File: config.mk
export PLATFORM = sky130hd
export DESIGN_NAME = od_line_receiver
export DESIGN_NICKNAME = d
export VERILOG_FILES = /design/src/rtl/od_line_receiver.sv
export SDC_FILE = /design/constraint.sdc
export NUM_CORES = 1
export LEC_CHECK = 0
export BUFFER_PORTS_ARGS = -buffer_cell sky130_fd_sc_hd__buf_2
export CAP_MARGIN = 20
export CORE_MARGIN = 1.5
export CORE_UTILIZATION = 35
export DETAILED_ROUTE_END_ITERATION = 12
export PLACE_DENSITY_LB_ADDON = 0.05
export RECOVER_POWER = 100
export REMOVE_ABC_BUFFERS = 1
export SYNTH_ARGS = -nofsm -noshare
export SYNTH_HDL_FRONTEND = slang
export SYNTH_SLANG_ARGS = --single-unit
File: constraint.sdc
create_clock -name clk -period 5.8 [get_ports clk]
set_input_delay 0.87 -clock clk [delete_from_list [all_inputs] [get_ports clk]]
set_output_delay 0.87 -clock clk [all_outputs]
set_load 0.01 [all_outputs]
File: src/rtl/od_line_receiver.sv
// od_line_receiver: receive side of an open-drain single-wire link. It samples the resolved line,
//   decodes pulse-width bits into bytes (LSB first), detects bus resets, and buffers one byte.
// Latency: the line is seen SYNC_STAGES cycles late; a byte or reset indication appears
//   SYNC_STAGES+1 cycles after the line is released.
// Backpressure: one-entry valid/ready buffer. A byte that completes while the buffer is full
//   and not being drained is dropped, and the sticky overrun_o is set.
//
// Ports:
//   clk, rst_n        clock and asynchronous active-low reset
//   line              resolved bus line; only a hard 0 counts as low (1/z/x read as released)
//   data_o, valid_o   buffered byte and its valid flag
//   ready_i           consumer accept
//   rst_det_o         1-cycle pulse on a decoded bus reset
//   frame_err_o       1-cycle pulse when idle timeout aborts a partial byte
//   overrun_o         sticky byte-dropped flag, cleared only by rst_n
//   pd_o              presence pull-down request (only when OD_RX_PRESENCE_EN is defined)
//
// Optional feature macro: OD_RX_PRESENCE_EN (presence pulse after a bus reset).

module od_line_receiver #(
  parameter int SYNC_STAGES  = 2,
  parameter int MIN_LOW      = 2,
  parameter int BIT_THRESH   = 8,
  parameter int RESET_MIN    = 48,
  parameter int IDLE_TIMEOUT = 64,
  parameter int PRESENCE_DLY = 8,
  parameter int PRESENCE_LEN = 24
) (
  input  logic       clk,
  input  logic       rst_n,
  input  logic       line,
  output logic [7:0] data_o,
  output logic       valid_o,
  input  logic       ready_i,
  output logic       rst_det_o,
  output logic       frame_err_o,
  output logic       overrun_o
`ifdef OD_RX_PRESENCE_EN
  ,
  output logic       pd_o
`endif
);

  // One shared counter serves every state, so size it for the largest limit.
  localparam int MAX_A   = (RESET_MIN + 1 > IDLE_TIMEOUT) ? RESET_MIN + 1 : IDLE_TIMEOUT;
  localparam int MAX_B   = (PRESENCE_DLY > PRESENCE_LEN) ? PRESENCE_DLY : PRESENCE_LEN;
  localparam int CNT_MAX = (MAX_A > MAX_B) ? MAX_A : MAX_B;
  localparam int CW      = $clog2(CNT_MAX + 1);

  localparam logic [2:0] ST_IDLE      = 3'd0;
  localparam logic [2:0] ST_LOW       = 3'd1;
  localparam logic [2:0] ST_HIGH      = 3'd2;
`ifdef OD_RX_PRESENCE_EN
  localparam logic [2:0] ST_PRES_WAIT = 3'd3;
  localparam logic [2:0] ST_PRES      = 3'd4;
`endif

  logic [2:0]             state;
  logic [CW-1:0]          cnt;
  logic [2:0]             bitcnt;
  logic [7:0]             shreg;
  logic [SYNC_STAGES-1:0] sync_q;
  logic                   line_q;

  logic          line_bit;
  logic          line_s;
  logic          fall;
  logic          rise;
  logic [CW-1:0] width;
  logic          is_glitch;
  logic          is_busrst;
  logic          bit_val;
  logic          bit_ev;
  logic          byte_done;
  logic [7:0]    new_byte;

  // Anything other than a hard 0 is treated as the pulled-up, released line.
  assign line_bit = (line === 1'b0) ? 1'b0 : 1'b1;

  always_ff @(posedge clk or negedge rst_n) begin
    if (!rst_n) begin
      sync_q <= '1;
      line_q <= 1'b1;
    end else begin
      sync_q <= {sync_q[SYNC_STAGES-2:0], line_bit};
      line_q <= sync_q[SYNC_STAGES-1];
    end
  end

  assign line_s = sync_q[SYNC_STAGES-1];
  assign fall   = line_q & ~line_s;
  assign rise   = ~line_q & line_s;

  // cnt is cleared on the cycle the low is first seen, so the width including the
  // current (last low) cycle is cnt+1. That makes width equal the raw low duration.
  assign width     = cnt + CW'(1);
  assign is_glitch = (width < CW'(MIN_LOW));
  assign is_busrst = (width >= CW'(RESET_MIN));
  assign bit_val   = (width < CW'(BIT_THRESH));
  assign bit_ev    = (state == ST_LOW) && rise && !is_glitch && !is_busrst;
  assign byte_done = bit_ev && (bitcnt == 3'd7);
  assign new_byte  = {bit_val, shreg[7:1]};

  always_ff @(posedge clk or negedge rst_n) begin
    if (!rst_n) begin
      state       <= ST_IDLE;
      cnt         <= '0;
      bitcnt      <= 3'd0;
      shreg       <= 8'h00;
      rst_det_o   <= 1'b0;
      frame_err_o <= 1'b0;
    end else begin
      rst_det_o   <= 1'b0;
      frame_err_o <= 1'b0;
      case (state)
        ST_IDLE: begin
          if (fall) begin
            state <= ST_LOW;
            cnt   <= '0;
          end
        end
        ST_LOW: begin
          if (rise) begin
            state <= ST_HIGH;
            cnt   <= '0;
            if (is_busrst) begin
              rst_det_o <= 1'b1;
              bitcnt    <= 3'd0;
              shreg     <= 8'h00;
`ifdef OD_RX_PRESENCE_EN
              state     <= ST_PRES_WAIT;
`endif
            end else if (!is_glitch) begin
              shreg  <= new_byte;
              bitcnt <= bitcnt + 3'd1;  // wraps to 0 on the 8th bit
            end
          end else if (cnt < CW'(RESET_MIN)) begin
            cnt <= cnt + CW'(1);
          end
        end
        ST_HIGH: begin
          if (fall) begin
            state <= ST_LOW;
            cnt   <= '0;
          end else if (cnt >= CW'(IDLE_TIMEOUT - 1)) begin
            state <= ST_IDLE;
            cnt   <= '0;
            if (bitcnt != 3'd0) begin
              frame_err_o <= 1'b1;
              bitcnt      <= 3'd0;
              shreg       <= 8'h00;
            end
          end else begin
            cnt <= cnt + CW'(1);
          end
        end
`ifdef OD_RX_PRESENCE_EN
        // Our own pull-down shows up on the line, so edges are ignored here.
        ST_PRES_WAIT: begin
          if (cnt >= CW'(PRESENCE_DLY - 1)) begin
            state <= ST_PRES;
            cnt   <= '0;
          end else begin
            cnt <= cnt + CW'(1);
          end
        end
        ST_PRES: begin
          if (cnt >= CW'(PRESENCE_LEN - 1)) begin
            state <= ST_HIGH;
            cnt   <= '0;
          end else begin
            cnt <= cnt + CW'(1);
          end
        end
`endif
        default: begin
          state <= ST_IDLE;
          cnt   <= '0;
        end
      endcase
    end
  end

`ifdef OD_RX_PRESENCE_EN
  assign pd_o = (state == ST_PRES);
`endif

  // One-entry output buffer. A drain and a load in the same cycle keep valid_o high.
  always_ff @(posedge clk or negedge rst_n) begin
    if (!rst_n) begin
      valid_o   <= 1'b0;
      data_o    <= 8'h00;
      overrun_o <= 1'b0;
    end else begin
      if (valid_o && ready_i) begin
        valid_o <= 1'b0;
      end
      if (byte_done) begin
        if (!valid_o || ready_i) begin
          data_o  <= new_byte;
          valid_o <= 1'b1;
        end else begin
          overrun_o <= 1'b1;
        end
      end
    end
  end

endmodule

* Yosys cells after proc, flatten, opt, wreduce, memory -nomap -nowiden
Cells that the tools add are included.
** Storage, ports and cells
- Bits in registers :: 36
- Latch bits :: 0
- RAM bits :: 0
- Bits in read-only memories :: 0
- Bits of input ports :: 4
- Output and inout port bits :: 12
- Logic and storage cells :: 88
- Memories :: 0
** Operators by class
- $add $sub $neg :: 2
- Multiply operators :: 0
- Divide/modulo/power cells :: 0
- $lt $le $gt $ge :: 5
- Equal/unequal tests :: 12
- Shift-type cells :: 0
- Multiplexer cells :: 36
- Bitwise gates (word level) :: 5
- Reductions and logical operators :: 17
** Operators with widths (number)
- two-way mux 8 bit :: 6
- two-way mux 7 bit :: 5
- two-way mux 3 bit :: 10
- one-hot mux 7 bit (3 select lines) :: 1
- one-hot mux 8 bit (2 select lines) :: 1
- >= comparator 7 x 6 -> 1 bit (second input constant) :: 2
- two-way mux 1 bit :: 11
- inequality test 2 bit (second input constant) :: 5
- one-hot mux 3 bit (3 select lines) :: 1
- adder 7 x 1 -> 7 bit (second input constant) :: 1
- less-than comparator 7 x 2 -> 1 bit (second input constant) :: 1
- less-than comparator 7 x 4 -> 1 bit (second input constant) :: 1
- less-than comparator 7 x 6 -> 1 bit (second input constant) :: 1
- inequality test 3 bit (second input constant) :: 2
- one-hot mux 3 bit (2 select lines) :: 1
- AND reduction 2 bit :: 3
- AND reduction 6 bit :: 1
- logical AND 1 bit :: 5
- adder 3 x 1 -> 3 bit (second input constant) :: 1
- equality test 3 x 1 -> 1 bit (second input constant) :: 1
- equality test 3 x 2 -> 1 bit (second input constant) :: 1
- equality test 3 bit (second input constant) :: 1
- zero test 1 bit :: 3
- zero test 3 bit :: 1
- other kinds (8) :: 11

* Logic depth before layout (Yosys ltp)
- Depth in word-level cells :: 7
- Gate-level depth with buffers :: 9
- Depth with buffers taken out :: 7

* Worst setup path after synthesis
Ideal clock, no wire load.
- Path type :: register to register
- Start :: register cnt[0]
- End :: register shreg[1]
- Library setup time :: 0.125 ns
- Arrival time :: 2.263 ns
- Data required time :: 5.675 ns
- Slack :: 3.412 ns
- Cell stages (with the launch flop) :: 8
- Buffers on the path :: 1
- Period minus slack after synthesis :: 2.388 ns
- Cell sequence :: dfrtp_1 -> ha_1 -> or3_1 -> a211oi_2 -> o21ai_1 -> o41a_1 -> buf_6 -> mux2_4
** Between the ends
- Cells in the longest elaborated chain, start to end :: 5
- Elaborated cells on any way between the ends :: 10
- Classes of those cells :: add/sub (1); order compare (3); eq/ne (2); mux (3); reduce/logical (1)
** RTL lines
- start, declared :: RTL line 59 : logic [CW-1:0] cnt;
- start signal, assigned :: RTL line 138 : cnt <= cnt + CW'(1);
- start signal, assigned :: RTL line 154 : cnt <= cnt + CW'(1);
- adder 7 x 1 -> 7 bit :: RTL line 96 : assign width = cnt + CW'(1);
- >= comparator 7 x 6 -> 1 bit :: RTL line 98 : assign is_busrst = (width >= CW'(RESET_MIN));
- two-way mux 8 bit :: RTL line 126 : if (is_busrst) begin
- two-way mux 8 bit :: RTL line 123 : if (rise) begin
- one-hot mux 8 bit (2 select lines) :: RTL line 115 : case (state)
- end signal, assigned :: RTL line 134 : shreg <= new_byte;
- end, declared :: RTL line 61 : logic [7:0] shreg;
Several ways; a longest one is shown, not always the timed one. The select of a mux whose other input is x is not followed.
A chain may end at the register's enable or synchronous reset.

* Final worst setup path
- Start :: register cnt[0]
- End :: register data_o[7]
** Between the ends
- Cells in the longest elaborated chain, start to end :: 7
- Elaborated cells on any way between the ends :: 10
- Classes of those cells :: add/sub (1); order compare (3); reduce/logical (6)
** RTL lines
- adder 7 x 1 -> 7 bit * :: RTL line 96
- less-than comparator 7 x 2 -> 1 bit :: RTL line 97 : assign is_glitch = (width < CW'(MIN_LOW));
- zero test 1 bit
- logical AND 1 bit (2 in a row) :: RTL line 100 : assign bit_ev = (state == ST_LOW) && rise && !is_glitch && !is_busrst;
- logical AND 1 bit :: RTL line 101 : assign byte_done = bit_ev && (bitcnt == 3'd7);
- AND reduction 2 bit (no line)
- end signal, assigned :: RTL line 200 : data_o <= new_byte;
- end, declared :: RTL line 32 : output logic [7:0] data_o,
Every way passes the cells marked *; elsewhere a longest branch is shown, timed or not.

==> out/results.ini <==
[synth]
syn_area_per_cell_um2 = 11.0
synthMostInstantiatedCell = dfrtp_1
post_synth_num_cell_types = 36
synth-xor-area-share_pct = 0
synth_edf_count = 0
synthFlopType = dfrtp_1
gate_count_post_synth = 159
synthArstFlopShare_pct = 100
yosysSeqAreaShare_pct = 48.7
multiplexer_fraction_of_the_synthesized_cell_area_pct = 13.8
post_synth_and_or_nand_nor_area_fraction_pct = 13.9
cell_area_after_synthesis_um2 = 1750
ys_seq_elements = 34
yosys_warnings = 0
area_share_of_the_leading_cell_type_in_the_synthesized_netlist_pct = 44.2
yosys-top-cells-count = dfrtp_1, nand2_1, inv_1, mux2_2
synth_top_family_by_area = compound AO/OA/AOI/OAI gates
complex_gate_fraction_of_the_synthesized_area_pct = 14.2
netlist_top_cells_area = dfrtp_1, mux2_2, ha_1
synthAdderAreaFrac_pct = 5.71
synth.largest_area_cell = dfrtp_1

[pwr]
worst_ir_drop_vdd_mv = 0.161
p_clk_share_pct = 24.8
intPower_w = 0.000479
switching_share_pct = 34.6
total_leakage_power_nw = 0.910
seq_power_share_pct = 42.7
total_power_divided_by_cell_area_nw_per_um2 = 377
net_switching_w = 0.000254
combPwrFrac_pct = 32.5

[clock_network]
cts.root.buffer_cell = clkbuf_8
cts_inserted_buffers = 5
tritoncts_num_sinks = 34
ctsResizeCount = 0
post-cts-setup-buffer-count = 0
deepest_clock_path_buffer_count = 2
cts.clk_slew.worst_paths_ns = 0.07
clock_insertion_delay_worst_skew_ns = 0.29
tritoncts = built
cts_htree_levels = 2
postCtsHoldBufs = 0

[worst_setup_path]
worst-endpoint-arrival_ns = 3.00
worst_r2r_path_depth = 6
crit_end = data_o[7]
rrSetupSlack_ns = 2.96
crit_slowest_cell = o22ai_1
crit_type = reg2reg
worstSetupStartpoint = cnt[0]
reg2reg_from = cnt[0]
critPathMaxFanout = 13
worst-endpoint-required_ns = 5.97
worstSetupStartpointType = flip-flop
slowest_delay_ns = 0.70
critical_path_cell_by_cell = ha_1 > nand3_1 > o21ai_0 > o22ai_1 > nand4_1 > mux2_2
rr_endpoint = data_o[7]
worst_setup_path_end_kind = flip-flop

[sta]
rsz0062_at_grt = false
final-setup-viol-count = 0
fin_crit_ns = 2.84
fin_tns_setup_ns = 0
worst_slew_margin_rel_pct = -23.5
clock_skew_ns = 0.0115
maxClockFrequency_ghz = 0.352
report.final.slew_viol_count = 35
max_slew.worst_pin.slew_ns = 1.85
period_share_pct = 48.9
timing_hold_violations_final = 0

[global_route]
grt_pass1_wl_mm = 5.98
grt_overflow = 0
grt_antenna_before_repair = 0
grt_start_max_net_pins = 35
track_usage_pct = 14.7
first_global_vias = 1219

[die]
dieWidth_um = 73.8
start_util_pct = 36.7
die-height_um = 73.8
core_region_area_um2 = 4790
ioPinCount = 16
num_rows = 25
design.die.area_um2 = 5450

[status]
violations = max-capacitance violations, max-slew violations
status = finished with violations

[cells_and_area]
area_delta_synth_final_pct = 10.7
num-nets-final = 189
inserted_diodes = 0
layout_cell_share_with_drive_strength_beyond_1_pct = 11.8
post_layout_nonfiller_instances = 245
layout.cell_area.non_filler_um2 = 1940
num-fill-cells = 483

[route]
drt_iter0_markers = 80
wl_per_cell_um = 14.2
ant_nets = 0
wirelength_mm = 3.47
drt_pass1_iterations = 4
drt_drc_violations_left = 0
route.detailed.vias_per_inst = 5.11
detailroute.via_count = 1251

[place]
gp_congestion = 0.761
placed_cell_area_um2 = 1890
port_buffers = 15
placed_cells = 237
dp_hpwl_mm = 2.48

[run]
max_cap_violations = 1

[min_path]
worstHoldPathType = reg2reg

==> critical path: cells and delay by family (launching register included) <==
| family | cells | cell delay (ns) |
|---|---|---|
| flops | 1 | 0.43 |
| mux | 1 | 0.44 |
| fa+ha+maj | 1 | 0.30 |
| compound gates | 2 | 0.79 |
| simple gates | 2 | 0.76 |
==> power groups by stage <==
stage                     sequential [W]  combinational [W]  clock [W]
after floorplan                 0.000309           0.000210          0
after global placement          0.000317           0.000264          0
after detailed placement        0.000319           0.000263          0
after CTS                       0.000315           0.000266   0.000190
after global routing            0.000320           0.000272   0.000198
final                           0.000313           0.000238   0.000182
==> flip-flops by register name (all words and copies together) (netlist names) <==
| name | flops |
|---|---|
| valid_o | 1 |
| rst_det_o | 1 |
| frame_err_o | 1 |
| cnt | 7 |
| sync_q | 2 |
| line_q | 1 |
| bitcnt | 3 |
| shreg | 7 |
| data_o | 8 |
| state | 2 |
| overrun_o | 1 |
==> how the worst min path moves through the flow <==
stage | startpoint | cells after the start | to
3_3_place_gp | sync_q[0] | 0 | sync_q[1]
2_1_floorplan | sync_q[0] | 0 | sync_q[1]
4_1_cts | sync_q[0] | 0 | sync_q[1]
3_5_place_dp | sync_q[0] | 0 | sync_q[1]
6_report | sync_q[0] | 0 | sync_q[1]
5_1_grt | sync_q[0] | 0 | sync_q[1]
==> metrics by stage <==
stage	setup WS, ns	util [%]	hold slack [ns]	power [W]
6_report	2.96	40.6	0.361	0.000733
5_1_grt	2.71	40.6	0.367	0.000790
4_1_cts	2.95	41.4	0.357	0.000771
3_5_place_dp	2.96	39.5	0.347	0.000583
3_3_place_gp	3.06	39.5	0.346	0.000581
2_1_floorplan	3.30	-	0.345	0.000520
==> metal layers <==
metal	track usage (%)	wire length, um	up-vias
met4	5.56	59	0
met5	0	0	-
met2	22.5	1640	19
met1	19.8	1660	608
met3	3.70	105	6
li1	-	-	618
==> cell usage in the layout (no fill, tap or decap), types with 2 or more instances in the layout <==
master	synthesis	routed
dfrtp_1	31	31
clkbuf_1	2	14
nand2_1	12	12
inv_1	11	11
mux2_2	9	9
and3_1	8	8
ha_1	8	8
nor2_1	7	7
nor3_1	6	6
nand3_1	6	6
a22o_1	6	6
mux2_1	0	6
clkbuf_8	0	6
o21ai_0	5	5
mux2i_1	5	5
a21oi_1	4	4
nor2b_1	4	4
nand2b_1	2	2
o2111a_1	2	2
nand4_1	2	2
a22oi_1	2	2
a31oi_1	2	2
o211ai_1	2	2
o221ai_1	2	2
buf_2	1	2
dfstp_2	3	2
==> cell type report <==
cell class,instances,area (um2),area share (%)
inverters,11,41.3,2.13
clock buffers,7,86.3,4.45
well taps,67,83.8,4.32
repair buffers,15,58.8,3.03
multi-input cells,110,812,41.8
clock inverters,1,5.00,0.258
flip-flops and latches,34,855,44.0
==> cell families after synthesis <==
kind of cell | Yosys count
AND/OR/NAND/NOR | 49
flip-flops | 34
AO/OA/AOI/OAI | 33
multiplexers | 20
buffers and inverters | 15
adder cells (fa/ha/maj) | 8
Note: power is estimated with default switching activity, not from simulation.
